[config.mk]
export PLATFORM = sky130hd
export DESIGN_NAME = uart_alu_intf
export DESIGN_NICKNAME = d
export VERILOG_FILES = /design/src/rtl/uart_alu_pkg.sv /design/src/rtl/uart_alu_intf_alu.sv /design/src/rtl/uart_alu_intf.sv
export SDC_FILE = /design/constraint.sdc
export NUM_CORES = 1
export LEC_CHECK = 0
export ABC_AREA = 1
export BUFFER_PORTS_ARGS = -buffer_cell sky130_fd_sc_hd__buf_2
export CELL_PAD_IN_SITES_DETAIL_PLACEMENT = 0
export CELL_PAD_IN_SITES_GLOBAL_PLACEMENT = 2
export CORE_MARGIN = 2
export CORE_UTILIZATION = 34
export CTS_BUF_LIST = sky130_fd_sc_hd__clkbuf_4 sky130_fd_sc_hd__clkbuf_8
export DETAILED_ROUTE_END_ITERATION = 12
export PLACE_DENSITY = 0.8
export SYNTH_ARGS = -nofsm -noshare
export SYNTH_HDL_FRONTEND = slang
export SYNTH_SLANG_ARGS = --single-unit
[constraint.sdc]
create_clock -name CLK -period 3.3 [get_ports CLK]
set_clock_uncertainty 0.05 [all_clocks]
set_input_delay 0.495 -clock CLK [delete_from_list [all_inputs] [get_ports CLK]]
set_output_delay 0.495 -clock CLK [all_outputs]
set_load 0.02 [all_outputs]
[src/rtl/uart_alu_pkg.sv]
// Shared definitions for the UART-driven ALU: default widths, opcode
// constants and the frame-assembly FSM state encoding.
package uart_alu_pkg;

  localparam int DATA_W_DEF = 8;
  localparam int OP_W_DEF   = 6;
  localparam int OPC_W      = 6;

  localparam logic [OPC_W-1:0] OP_ADD = 6'b100000;
  localparam logic [OPC_W-1:0] OP_SUB = 6'b100010;
  localparam logic [OPC_W-1:0] OP_AND = 6'b100100;
  localparam logic [OPC_W-1:0] OP_OR  = 6'b100101;
  localparam logic [OPC_W-1:0] OP_XOR = 6'b100110;
  localparam logic [OPC_W-1:0] OP_NOR = 6'b100111;
  localparam logic [OPC_W-1:0] OP_SRA = 6'b000011;
  localparam logic [OPC_W-1:0] OP_SRL = 6'b000010;

  typedef enum logic [2:0] {
    GET_A  = 3'd0,
    GET_B  = 3'd1,
    GET_OP = 3'd2,
    EXEC   = 3'd3,
    SEND   = 3'd4
  } state_t;

endpackage

[src/rtl/uart_alu_intf_alu.sv]
// Combinational ALU: result = f(A, B, op); unknown opcodes produce zero.
module alu
  import uart_alu_pkg::*;
#(
  parameter int DATA_W = DATA_W_DEF,
  parameter int OP_W   = OP_W_DEF
) (
  input  logic [DATA_W-1:0] A,
  input  logic [DATA_W-1:0] B,
  input  logic [OP_W-1:0]   op,
  output logic [DATA_W-1:0] result
);

  logic [OPC_W-1:0] opc;

  assign opc = OPC_W'(op);

  // Shifts by B >= DATA_W naturally saturate to sign fill (SRA) or zero (SRL).
  always_comb begin
    result = '0;
    case (opc)
      OP_ADD:  result = A + B;
      OP_SUB:  result = A - B;
      OP_AND:  result = A & B;
      OP_OR:   result = A | B;
      OP_XOR:  result = A ^ B;
      OP_NOR:  result = ~(A | B);
      OP_SRA:  result = $signed(A) >>> B;
      OP_SRL:  result = A >> B;
      default: result = '0;
    endcase
  end

endmodule

[src/rtl/uart_alu_intf.sv]
// UART front end for the ALU: pops A, B, opcode bytes, executes, pushes result.
// Optional inter-byte timeout enabled by defining UART_ALU_INTF_TIMEOUT_EN.
module uart_alu_intf
  import uart_alu_pkg::*;
#(
  parameter int DATA_W         = DATA_W_DEF,
  parameter int OP_W           = OP_W_DEF,
  parameter int TIMEOUT_CYCLES = 2600000
) (
  input  logic              CLK,
  input  logic              RESET,
  input  logic              rx_empty,
  input  logic [DATA_W-1:0] r_data,
  output logic              rd_uart,
  input  logic              tx_full,
  output logic [DATA_W-1:0] w_data,
  output logic              wr_uart,
  output logic [DATA_W-1:0] result_led,
  output state_t            dbg_state
);

  // Handshake: a byte is taken when the FIFO is non-empty (rx_empty=0) and no
  // pop strobe is outstanding; rd_uart/wr_uart are registered one-cycle strobes
  // that the FIFOs act on at the end of the cycle in which they are high.
  state_t            state, state_nxt;
  logic [DATA_W-1:0] a_q, b_q, res_q, alu_res;
  logic [OP_W-1:0]   op_q;
  logic              pop, push, abort, timeout_hit;

  alu #(.DATA_W(DATA_W), .OP_W(OP_W)) u_alu (
    .A      (a_q),
    .B      (b_q),
    .op     (op_q),
    .result (alu_res)
  );

  always_ff @(posedge CLK or posedge RESET) begin
    if (RESET) state <= GET_A;
    else       state <= state_nxt;
  end

  always_comb begin
    state_nxt = state;
    pop       = 1'b0;
    push      = 1'b0;
    abort     = 1'b0;
    case (state)
      GET_A: begin
        if (!rx_empty && !rd_uart) begin
          pop       = 1'b1;
          state_nxt = GET_B;
        end
      end
      GET_B: begin
        if (!rx_empty && !rd_uart) begin
          pop       = 1'b1;
          state_nxt = GET_OP;
        end else if (timeout_hit) begin
          abort     = 1'b1;
          state_nxt = GET_A;
        end
      end
      GET_OP: begin
        if (!rx_empty && !rd_uart) begin
          pop       = 1'b1;
          state_nxt = EXEC;
        end else if (timeout_hit) begin
          abort     = 1'b1;
          state_nxt = GET_A;
        end
      end
      EXEC: state_nxt = SEND;
      SEND: begin
        if (!tx_full && !wr_uart) begin
          push      = 1'b1;
          state_nxt = GET_A;
        end
      end
      default: state_nxt = GET_A;
    endcase
  end

  always_ff @(posedge CLK or posedge RESET) begin
    if (RESET) begin
      a_q        <= '0;
      b_q        <= '0;
      op_q       <= '0;
      res_q      <= '0;
      rd_uart    <= 1'b0;
      wr_uart    <= 1'b0;
      w_data     <= '0;
      result_led <= '0;
    end else begin
      rd_uart <= pop;
      wr_uart <= push;
      if (pop && state == GET_A)  a_q  <= r_data;
      if (pop && state == GET_B)  b_q  <= r_data;
      if (pop && state == GET_OP) op_q <= r_data[OP_W-1:0];
      if (abort) begin
        a_q <= '0;
        b_q <= '0;
      end
      if (state == EXEC) res_q <= alu_res;
      if (push) begin
        w_data     <= res_q;
        result_led <= res_q;
      end
    end
  end

`ifdef UART_ALU_INTF_TIMEOUT_EN
  localparam int TO_W = $clog2(TIMEOUT_CYCLES + 1);

  logic [TO_W-1:0] to_cnt;
  logic            waiting;

  assign waiting     = (state == GET_B) || (state == GET_OP);
  assign timeout_hit = waiting && (to_cnt == TO_W'(TIMEOUT_CYCLES));

  always_ff @(posedge CLK or posedge RESET) begin
    if (RESET)                      to_cnt <= '0;
    else if (pop || timeout_hit)    to_cnt <= '0;
    else if (waiting)               to_cnt <= to_cnt + TO_W'(1);
    else                            to_cnt <= '0;
  end
`else
  // Without the timeout the limit is intentionally unused.
  localparam int unused_timeout_cycles = TIMEOUT_CYCLES;
  assign timeout_hit = 1'b0;
`endif

  assign dbg_state = state;

endmodule
==> qor.txt <==
I/O Pins: 33
Lkg Pwr: 2.14 nW
Die H: 106 um
synth warn: 0
Core Footprint: 0.0102 sq mm
die area: 0.0111 sq mm
number of buffers created by CTS: 5
Initial DRC Count: 345
Routed Antenna Nets: 0
fill cell count: 1134
Setup violations, final: 0
# rows: 37
# Post-CTS Setup Buffers: 0
share of post-route cells with drive strength above 1: 13.9%
placed inst area: 0.00376 sq mm
first-pass GRT wire length: 17000 um
Critical Path Fanout Max: 13
f_max: 357 MHz
synth-to-layout area growth: 9.67%
syn_area_per_cell: 6.73 sq um
crit path launch type: flop
Avg WL per Cell: 15.0 um
Hold WS: 0.133 ns
ys flop type: dfrtp_1
Post-Syn Instances: 521
Nets: 584
Req. time, crit path: 3.46 ns
die width: 106 um
area of the multi-input gates: 0.00207 sq mm
post-synthesis sequential area ratio: 30.7%
Vias: 3307
vias in the first global route: 3174
CTS tree: done
clock latency on the worst-skew pair: 0.31 ns
Final Cell Area: 0.00385 sq mm
#FFs+latches synth: 43
met3 routed WL: 487 um
Clock Tree Buf Depth: 2
total track usage: 19.5%
min-delay worst type: in2async
post_cts resized: 0
Slew HR: 49.6%
Yosys cell types: 31
kind of critical path: reg2reg
pwr/cell area: 1040 mW/mm^2
initial antenna violation count: 0
Pre-antenna DRT Iters: 5
Mapped Nets: 558
hpwl dp: 8200 um
# DRC: 0
met1 WL: 5000 um
Max rail drop VDD: 395 uV
EDFF count, synth: 0
min cycle time layout: 2.80 ns
final wirelength: 10200 um
Worst-Margin Slew: 0.750 ns
Synth Cell Area: 0.00351 sq mm
Seq. cell area: 0.00108 sq mm
initial cell density of the core: 34.4%
Worst Setup End Kind: flop
Via density: 4.83
CTS sink cnt: 43
GRT overflow: 0
top layer in use: met4
setup TNS: 0 ns
Max Cap Viol: 0
IO buf count: 32
Critical Path AT: 2.96 ns
Max H-tree Level: 2
pin count of the biggest net entering global routing: 26
asr flop ratio synth: 100%
CTS hold repair buffers: 0
RSZ-0062 raised after global routing: no
Final Wtd Congestion: 0.850
Final Hold Viols: 0
CTS root buffer: clkbuf_8
n_diodes: 0
Slew Limit Fails: 0
met2 WL: 4560 um
status: complete, no violations
clock-pin slew on the worst setup and hold paths: 0.09 ns
period utilization: 85.0%
==> worst paths after layout <==
path                       startpoint             to  slack [ns]  cells after the start
max                            b_q[1]       res_q[7]        0.50                     16
min                             RESET        wr_uart        0.13                      2
max reg2reg                    b_q[1]       res_q[7]        0.50                     16
min reg2reg                  res_q[2]  result_led[2]        0.43                      2
max in group asynchronous       RESET         a_q[6]        2.31                      3
min in group CLK            r_data[7]         a_q[7]        0.41                      3
==> synthesized netlist by cell type (7+ instances only) <==
master | count | area share (%)
nor2_4 | 8 | 2.6
nand2_1 | 174 | 19
inv_1 | 56 | 6.0
buf_4 | 10 | 2.1
nor2_1 | 45 | 4.8
dfrtp_1 | 43 | 31
nand3_1 | 48 | 6.8
o21ai_0 | 33 | 4.7
nand4_1 | 12 | 2.1
inv_2 | 7 | 0.75
ha_1 | 24 | 8.6
a21oi_1 | 10 | 1.4
==> cell type report <==
type	count	area share [%]
multi-input cells	395	53.8
flip-flops and latches	43	28.0
inverters	65	6.34
repair buffers	37	5.14
well taps	136	4.42
clock buffers	6	1.98
clock inverters	2	0.325
==> cell usage in the layout (no fill, tap or decap), types with 6 or more instances in the layout <==
cell     Yosys  layout
a21oi_1     10      10
buf_2        4      32
dfrtp_1     43      43
ha_1        24      24
inv_1       56      55
inv_2        7       7
nand2_1    174     174
nand3_1     48      48
nand4_1     12      12
nor2_1      45      45
nor2_4       8       8
o21ai_0     33      33
xor2_1       6       6
==> registers in the layout, indices dropped and copies added, names as in the netlist <==
| signal | count |
|---|---|
| a_q | 8 |
| b_q | 8 |
| dbg_state | 3 |
| op_q | 6 |
| rd_uart | 1 |
| res_q | 8 |
| result_led | 8 |
| wr_uart | 1 |
==> where the power goes <==
part           leakage (nW)  internal, W  switching [W]  total, W
clock network        0.0446     0.000157       0.000203  0.000360
logic                  1.53     0.000886        0.00167   0.00256
registers             0.561     0.000736       0.000351   0.00109
total                  2.14      0.00178        0.00223   0.00401
==> critical path, cell delays in order (launching register included) <==
cell and delay [ns]:
dfrtp_1 0.54, inv_2 0.25, ha_1 0.19, inv_1 0.05, nor2_1 0.11, inv_1 0.06, o31ai_1 0.23, xor2_1 0.18
ha_1 0.29, a21oi_1 0.15, nand2_1 0.08, a21oi_1 0.18, nand3_1 0.10, nand3_1 0.08, nand2_1 0.05, nand2_1 0.06
nand2_1 0.04
==> metal layers <==
layer / global-route usage, % / up-vias
li1: - / 1707
met1: 28.2 / 1489
met2: 30.7 / 98
met3: 2.35 / 13
met4: 5.26 / 0
met5: 0 / -
==> kinds of logic after synthesis <==
group           synth area share, %
compound gates                 7.78
fa+ha+maj                      9.13
simple gates                   40.6
buf+inv                        10.3
xor+xnor                       1.50
flops                          30.7
==> through the flow <==
step / utilization [%] / instances / setup slack, ns / power, W
after CTS: 37.8 / 684 / 0.497 / 0.00401
after floorplan: - / 521 / 0.920 / 0.00299
final: 37.8 / 684 / 0.495 / 0.00401
after global routing: 37.8 / 684 / 0.242 / 0.00446
after global placement: 36.9 / 676 / 0.522 / 0.00365
after detailed placement: 36.9 / 676 / 0.540 / 0.00363
(Power assumes the default switching activity.)
